$ cat config.mk
export PLATFORM = sky130hd
export DESIGN_NAME = rst_sequencer_flat
export DESIGN_NICKNAME = d
export VERILOG_FILES = /design/src/rtl/rst_sequencer_if.sv /design/src/rtl/rst_sequencer.sv /design/src/flat_wrapper.sv
export SDC_FILE = /design/constraint.sdc
export NUM_CORES = 1
export LEC_CHECK = 0
export ABC_CLOCK_PERIOD_IN_PS = 6700
export CAP_MARGIN = 10
export CORE_ASPECT_RATIO = 1.1
export CORE_MARGIN = 5
export CORE_UTILIZATION = 42
export DETAILED_ROUTE_END_ITERATION = 10
export GPL_TIMING_DRIVEN = 0
export PLACE_DENSITY_LB_ADDON = 0.1
export SLEW_MARGIN = 15
export SYNTH_ARGS = -nofsm -noshare
export SYNTH_HDL_FRONTEND = slang
export SYNTH_SLANG_ARGS = --single-unit
$ cat constraint.sdc
create_clock -name iCLK -period 6.7 [get_ports iCLK]
set_input_delay 1.34 -clock iCLK [delete_from_list [all_inputs] [get_ports iCLK]]
set_output_delay 1.34 -clock iCLK [all_outputs]
set_load 0.005 [all_outputs]
$ cat src/rtl/rst_sequencer_if.sv
// rtl/rst_sequencer_if.sv - Lock/soft-reset inputs and reset/status outputs of the reset sequencer
// slave modport is the sequencer side; master modport is the environment driving lock and soft reset.
interface rst_sequencer_if #(
   parameter int N_CH = 4
);
   logic            iPLL_LOCKED;
   logic            iSOFT_RST;
   logic [N_CH-1:0] oRST;
   logic            oREADY;
   logic [2:0]      oSTATE;

   modport slave (
      input  iPLL_LOCKED,
      input  iSOFT_RST,
      output oRST,
      output oREADY,
      output oSTATE
   );

   modport master (
      output iPLL_LOCKED,
      output iSOFT_RST,
      input  oRST,
      input  oREADY,
      input  oSTATE
   );
endinterface

$ cat src/rtl/rst_sequencer.sv
// rtl/rst_sequencer.sv - Multi-channel reset sequencer: lock filter, init delay, staggered in-order release
// Optional RST_SEQ_REVERSE_ASSERT_EN: soft reset re-asserts channels in reverse order through DRAIN.
module rst_sequencer #(
   parameter int N_CH      = 4,
   parameter int LOCK_FILT = 8,
   parameter int INIT_CYC  = 32,
   parameter int STAGGER   = 16
) (
   input  logic           iCLK,
   input  logic           iRESET,
   rst_sequencer_if.slave bus
);
   localparam int MAX_A = (LOCK_FILT > INIT_CYC) ? LOCK_FILT : INIT_CYC;
   localparam int MAX_B = (STAGGER > N_CH) ? STAGGER : N_CH;
   localparam int MAX_V = (MAX_A > MAX_B) ? MAX_A : MAX_B;
   localparam int CW    = $clog2(MAX_V) + 1;

   localparam logic [CW-1:0] ONE       = CW'(1);
   localparam logic [CW-1:0] LF_LAST   = CW'(LOCK_FILT - 1);
   localparam logic [CW-1:0] INIT_LAST = CW'(INIT_CYC - 1);
   localparam logic [CW-1:0] STG_LAST  = CW'(STAGGER - 1);
   localparam logic [CW-1:0] CH_LAST   = CW'(N_CH - 1);
`ifdef RST_SEQ_REVERSE_ASSERT_EN
   localparam logic [CW-1:0] CH_DRAIN0 = CW'(N_CH - 2);
`endif

   typedef enum logic [2:0] {
      S_HOLD    = 3'd0,
      S_WAIT    = 3'd1,
      S_RELEASE = 3'd2,
      S_RUN     = 3'd3
`ifdef RST_SEQ_REVERSE_ASSERT_EN
      , S_DRAIN = 3'd4
`endif
   } state_t;

   state_t          r_state, w_nxt_state;
   logic [CW-1:0]   r_cnt, w_cnt;
   logic [CW-1:0]   r_ch, w_ch;
   logic [N_CH-1:0] r_rst, w_rst;
   logic            r_ready, w_ready;
   logic [N_CH-1:0] w_sel;

   always_ff @(posedge iCLK) begin
      if (iRESET) begin
         r_state <= S_HOLD;
         r_cnt   <= '0;
         r_ch    <= '0;
         r_rst   <= '1;
         r_ready <= 1'b0;
      end else begin
         r_state <= w_nxt_state;
         r_cnt   <= w_cnt;
         r_ch    <= w_ch;
         r_rst   <= w_rst;
         r_ready <= w_ready;
      end
   end

   always_comb begin
      w_nxt_state = r_state;
      w_cnt       = r_cnt;
      w_ch        = r_ch;
      w_rst       = r_rst;
      w_ready     = r_ready;
      for (int k = 0; k < N_CH; k++) begin
         w_sel[k] = (CW'(k) == r_ch);
      end

      if ((r_state != S_HOLD) && !bus.iPLL_LOCKED) begin
         w_nxt_state = S_HOLD;
         w_cnt       = '0;
         w_ch        = '0;
         w_rst       = '1;
         w_ready     = 1'b0;
      end else begin
         case (r_state)
            S_HOLD: begin
               w_rst   = '1;
               w_ready = 1'b0;
               if (!bus.iPLL_LOCKED) begin
                  w_cnt = '0;
               end else if (r_cnt >= LF_LAST) begin
                  w_nxt_state = S_WAIT;
                  w_cnt       = '0;
               end else begin
                  w_cnt = r_cnt + ONE;
               end
            end
            S_WAIT: begin
               if (r_cnt == INIT_LAST) begin
                  w_cnt = '0;
                  w_ch  = ONE;
                  w_rst = {N_CH{1'b1}} << 1;
                  if (N_CH == 1) begin
                     w_nxt_state = S_RUN;
                     w_ready     = 1'b1;
                  end else begin
                     w_nxt_state = S_RELEASE;
                  end
               end else begin
                  w_cnt = r_cnt + ONE;
               end
            end
            S_RELEASE: begin
               if (r_cnt == STG_LAST) begin
                  w_cnt = '0;
                  w_rst = r_rst & ~w_sel;
                  if (r_ch == CH_LAST) begin
                     w_nxt_state = S_RUN;
                     w_ready     = 1'b1;
                     w_ch        = '0;
                  end else begin
                     w_ch = r_ch + ONE;
                  end
               end else begin
                  w_cnt = r_cnt + ONE;
               end
            end
            S_RUN: begin
               w_rst   = '0;
               w_ready = 1'b1;
               // Lock is known high on this edge, so it already counts as the first qualifying sample.
               if (bus.iSOFT_RST) begin
                  w_ready = 1'b0;
                  w_ch    = '0;
`ifdef RST_SEQ_REVERSE_ASSERT_EN
                  if (N_CH == 1) begin
                     w_nxt_state = S_HOLD;
                     w_rst       = '1;
                     w_cnt       = ONE;
                  end else begin
                     w_nxt_state      = S_DRAIN;
                     w_rst            = '0;
                     w_rst[N_CH-1]    = 1'b1;
                     w_cnt            = '0;
                     w_ch             = CH_DRAIN0;
                  end
`else
                  w_nxt_state = S_HOLD;
                  w_rst       = '1;
                  w_cnt       = ONE;
`endif
               end
            end
`ifdef RST_SEQ_REVERSE_ASSERT_EN
            S_DRAIN: begin
               w_ready = 1'b0;
               if (r_cnt == STG_LAST) begin
                  w_cnt = '0;
                  w_rst = r_rst | w_sel;
                  if (r_ch == '0) begin
                     w_nxt_state = S_HOLD;
                     w_cnt       = ONE;
                  end else begin
                     w_ch = r_ch - ONE;
                  end
               end else begin
                  w_cnt = r_cnt + ONE;
               end
            end
`endif
            default: begin
               w_nxt_state = S_HOLD;
               w_cnt       = '0;
               w_ch        = '0;
               w_rst       = '1;
               w_ready     = 1'b0;
            end
         endcase
      end
   end

   assign bus.oRST   = r_rst;
   assign bus.oREADY = r_ready;
   assign bus.oSTATE = r_state;
endmodule

$ cat src/flat_wrapper.sv
// flat-port wrapper written by rule: the top's interface ports become plain ports
module rst_sequencer_flat 
#(
   parameter int N_CH      = 4,
   parameter int LOCK_FILT = 8,
   parameter int INIT_CYC  = 32,
   parameter int STAGGER   = 16
)
  (iCLK, iRESET, bus_iPLL_LOCKED, bus_iSOFT_RST, bus_oRST, bus_oREADY, bus_oSTATE);
  rst_sequencer_if #(.N_CH(N_CH)) bus_i ();
  input  logic iCLK;
  input  logic iRESET;
  input wire logic [$bits(bus_i.iPLL_LOCKED)-1:0] bus_iPLL_LOCKED;
  input wire logic [$bits(bus_i.iSOFT_RST)-1:0] bus_iSOFT_RST;
  output wire logic [$bits(bus_i.oRST)-1:0] bus_oRST;
  output wire logic [$bits(bus_i.oREADY)-1:0] bus_oREADY;
  output wire logic [$bits(bus_i.oSTATE)-1:0] bus_oSTATE;
  assign bus_i.iPLL_LOCKED = bus_iPLL_LOCKED;
  assign bus_i.iSOFT_RST = bus_iSOFT_RST;
  assign bus_oRST = bus_i.oRST;
  assign bus_oREADY = bus_i.oREADY;
  assign bus_oSTATE = bus_i.oSTATE;
  rst_sequencer #(.N_CH(N_CH), .LOCK_FILT(LOCK_FILT), .INIT_CYC(INIT_CYC), .STAGGER(STAGGER)) u_core (.iCLK(iCLK), .iRESET(iRESET), .bus(bus_i));
endmodule
==> results.txt <==
----------------------------------------------------
[Detailed routing]
  Mean number of vias per cell ... 5.57
  Vias after detailed routing ... 1053
  Post-route DRC violation count ... 0
  Initial drt markers ... 42
  ANT nets after route ... 0
  Router iterations before antenna repair ... 4
  Total Wirelength ... 2570 um
  Wirelength per Cell ... 13.6 um

[Floorplanning]
  Initial Utilization ... 42.9%
  I/O pin cnt ... 12
  Die boundary height ... 65.1 um
  Width of the die ... 60.1 um
  Die ar. ... 0.00391 mm^2
  Core Footprint ... 0.00270 mm^2
  Row Count ... 20

[Yosys]
  Post-Syn Nets ... 155
  Most frequently used cell type in the post-synthesis netlist ... sky130_fd_sc_hd__dfxtp_1
  Seq cells post-synth ... 19
  Gate count after technology mapping ... 142
  Leading register cell type out of synthesis ... sky130_fd_sc_hd__dfxtp_1
  Cell types with the highest counts after synthesis ... sky130_fd_sc_hd__dfxtp_1, sky130_fd_sc_hd__nand2_1, sky130_fd_sc_hd__o21ai_0
  Number of warning messages in the yosys log ... 0
  Sequential cell area fraction in the yosys report ... 32.8%
  Async set-or-reset flop fraction in the synthesized netlist ... 0%
  Post-synth top area cell ... sky130_fd_sc_hd__dfxtp_1
  Yosys top cell area share ... 32.8%
  Synth top area cells ... sky130_fd_sc_hd__dfxtp_1, sky130_fd_sc_hd__ha_1, sky130_fd_sc_hd__o21ai_0
  Number of synthesized flops with an enable pin ... 0
  Netlist cell types ... 47
  Syn_area_per_cell ... 8.17 um^2
  Netlist area before placement ... 0.00116 mm^2

[Pwr]
  P per Cell Area ... 136 mW/mm^2
  Leakage power figure ... 0.492 nW
  Worst-case vdd ir drop ... 0.0733 mV
  Share of total power in the clock network ... 32.5%
  Post-route total power ... 0.181 mW
  Switching power total ... 0.0409 mW
  Int Pwr ... 0.140 mW
  Flop pwr share ... 63.0%
  Combinational power share ... 4.5%
  Fraction of power spent switching nets ... 22.6%

[Clocking]
  Post-cts repair resize count ... 0
  Clock tree root driver cell ... sky130_fd_sc_hd__clkbuf_4
  Number of H-tree levels ... 1
  Worst-skew pair later-pin latency ... 300 ps
  Number of buffers inserted by post-CTS setup repair ... 0
  Maximum buffer depth of the clock tree ... 2
  Clock transition at the registers of the reported paths ... 110 ps
  Clock buffers created by TritonCTS ... 3
  Number of buffers inserted by hold repair at cts ... 0
  Total clock sinks ... 19
  CTS tree ... built

[Critical path]
  Data required time of the worst path ... 6930 ps
  Critical path buffer and inverter count ... 3
  Delay of the slowest cell on the worst path ... 540 ps
  Flop2flop setup slack ... 4220 ps
  Cells on worst reg2reg path ... 8
  Cell with the biggest individual delay on the critical path ... sky130_fd_sc_hd__clkdlybuf4s50_1
  Top delay family on crit path ... buffers and inverters
  Critical R2R Launch ... u_core.bus.oSTATE[1]
  Setup crit end kind ... flip-flop
  Endpoint arrival time on the critical path ... 3460 ps
  CP Class ... in -> reg
  Category of the worst setup path launch point ... primary input
  Worst-path maximum fanout ... 9
  Endpoint of the worst-slack reg-to-reg timing path ... u_core.r_ch[3]
  Ordered cell list for the critical path ... clkdlybuf4s50_1, nor2b_1, buf_2, a2111o_1, or2_1, clkbuf_2, or4_1, a21oi_1

[STA]
  F_max ... 310 MHz
  Transition time of the tightest slew-check pin ... 518 ps
  Final clock skew ... 5.85 ps
  Post-route setup TNS ... 0 ps
  Worst hold slack after final layout ... 469 ps
  Final Hold Fails ... 0
  Worst max-slew margin expressed relative to the limit ... 65.2%
  Final Max Slew Viols ... 0
  Time the final worst path needs with I/O delays and setup ... 3230 ps
  Unrepaired setup endpoints after global routing ... no
  Portion of the clock cycle consumed by the worst path in the final layout ... 48.2%
  Final Setup Violations ... 0

[Cells and area]
  Finished layout cell area ... 0.00133 mm^2
  Share of post-route cells with drive strength above 1 ... 7.05%
  Area occupied by multi-input gates ... 716 um^2
  Antenna diode instance count ... 0
  Sequential cell area ... 380 um^2
  Fill count ... 276
  Area delta synth->final ... 14.5%
  Final net count ... 170

[GRT]
  Antenna violations before repair ... 0
  GR met3 Demand/Resource ... 2.55%
  Remaining Overflow, GRT ... 0
  Via count of the first global-routing pass ... 983
  GRT Max-Usage Layer ... met2
  Met1 demand-to-capacity share in global routing ... 19.6%
  Global-route met2 utilization ... 24.3%
  Maximum number of pins on one net before global-route repair ... 11
  Global Route Usage Sum ... 15.0%
  Global-route wire length before repair ... 4550 um

[Hold path]
  WHS Path Cells ... 2
  Hold Crit Start ... u_core.bus.oRST[2]
  Hold Crit Class ... reg -> reg
  End point of the worst hold path ... u_core.bus.oRST[2]

[Status]
  Status ... complete, no violations

[Flow run]
  # Max-Cap Violations ... 0

[Placement]
  Detailed placement HPWL ... 1980 um
  Post-place instance area ... 0.00130 mm^2
  Gp weighted congestion ... 0.934
  IO buf count ... 10

----------------------------------------------------
==> cell type report <==
cell class	instances	area share (%)
inverter	8	2.26
sequential	19	28.7
timing repair buffer	10	7.54
multi-input combinational	108	53.9
tap	33	3.11
buffer	7	2.54
clock buffer	4	1.98
==> worst max-delay path by stage <==
| stage | from | end | slack (ps) | cells past startpoint |
|---|---|---|---|---|
| 2_1_floorplan | bus_iSOFT_RST | u_core.r_ch[3] | 3870 | 7 |
| 3_3_place_gp | bus_iSOFT_RST | u_core.r_ch[3] | 3180 | 8 |
| 3_5_place_dp | bus_iSOFT_RST | u_core.r_ch[3] | 3180 | 8 |
| 4_1_cts | bus_iSOFT_RST | u_core.r_ch[3] | 3480 | 8 |
| 5_1_grt | bus_iSOFT_RST | u_core.r_ch[3] | 3380 | 8 |
| 6_report | bus_iSOFT_RST | u_core.r_ch[3] | 3470 | 8 |
==> cells in the final DEF (no fill, tap or decap), types with 2 or more instances in the layout <==
master | Yosys | routed
sky130_fd_sc_hd__a211oi_1 | 2 | 2
sky130_fd_sc_hd__clkdlybuf4s50_1 | 0 | 10
sky130_fd_sc_hd__and3_1 | 2 | 2
sky130_fd_sc_hd__a31oi_1 | 3 | 3
sky130_fd_sc_hd__nand3_1 | 6 | 6
sky130_fd_sc_hd__o211ai_1 | 2 | 2
sky130_fd_sc_hd__o32ai_1 | 2 | 2
sky130_fd_sc_hd__clkbuf_4 | 0 | 3
sky130_fd_sc_hd__ha_1 | 9 | 9
sky130_fd_sc_hd__nand2_1 | 12 | 12
sky130_fd_sc_hd__o21ai_0 | 11 | 11
sky130_fd_sc_hd__or3_1 | 3 | 3
sky130_fd_sc_hd__o31a_1 | 2 | 2
sky130_fd_sc_hd__nor2b_1 | 2 | 2
sky130_fd_sc_hd__a21boi_0 | 2 | 2
sky130_fd_sc_hd__and2_1 | 2 | 2
sky130_fd_sc_hd__buf_2 | 2 | 2
sky130_fd_sc_hd__inv_1 | 7 | 7
sky130_fd_sc_hd__dfxtp_1 | 19 | 19
sky130_fd_sc_hd__nor2_1 | 10 | 10
sky130_fd_sc_hd__a21oi_1 | 10 | 10
sky130_fd_sc_hd__or4_1 | 4 | 4
sky130_fd_sc_hd__clkbuf_1 | 2 | 3
sky130_fd_sc_hd__o41ai_1 | 2 | 2
sky130_fd_sc_hd__nor3b_1 | 2 | 2
==> sequential cells by signal, indices dropped and copies added, names as in the netlist <==
register,count
u_core.r_ch,6
u_core.r_cnt,6
u_core.bus.oRST,4
u_core.bus.oSTATE,2
u_core.bus.oREADY,1
==> kinds of logic (layout without fill, tap and decap cells) <==
family	Yosys count	count (layout)	share of synthesized area [%]
other	1	1	0.323
flip-flops	19	19	32.8
AND/OR/NAND/NOR	53	53	25.4
adder cells (fa/ha/maj)	9	9	9.71
buffers and inverters	15	29	5.50
multiplexers	1	1	0.863
XOR/XNOR	1	1	0.755
AO/OA/AOI/OAI	43	43	24.7
==> through the flow <==
stage                     instances  worst slack [ps]  util [%]
after detailed placement        185              3180      48.1
final                           189              3470      49.1
after CTS                       189              3480      49.1
after global routing            189              3380      49.1
after global placement          185              3180      48.1
after floorplan                 142              3870         -
==> routing by layer <==
layer,vias to the layer above,wire length [um]
met5,-,0
li1,551,-
met2,13,1230
met4,0,38
met3,4,76
met1,485,1220
==> worst reg2reg max path, cell delays in order, from the launching register on <==
cell and delay (ps):
sky130_fd_sc_hd__dfxtp_1 480, sky130_fd_sc_hd__inv_1 130, sky130_fd_sc_hd__ha_1 260, sky130_fd_sc_hd__a21boi_0 150, sky130_fd_sc_hd__a2111o_1 430, sky130_fd_sc_hd__or2_1 220
sky130_fd_sc_hd__clkbuf_2 150, sky130_fd_sc_hd__or4_1 470, sky130_fd_sc_hd__a21oi_1 120
==> power by group through the flow <==
stage | Sequential, mW | Clock [mW] | Combinational (mW)
2_1_floorplan | 0.117 | 0 | 0.00458
3_3_place_gp | 0.117 | 0 | 0.00821
3_5_place_dp | 0.117 | 0 | 0.00825
4_1_cts | 0.114 | 0.0619 | 0.00828
5_1_grt | 0.114 | 0.0680 | 0.00908
6_report | 0.114 | 0.0589 | 0.00817
Power figures use the tool's default switching activity.
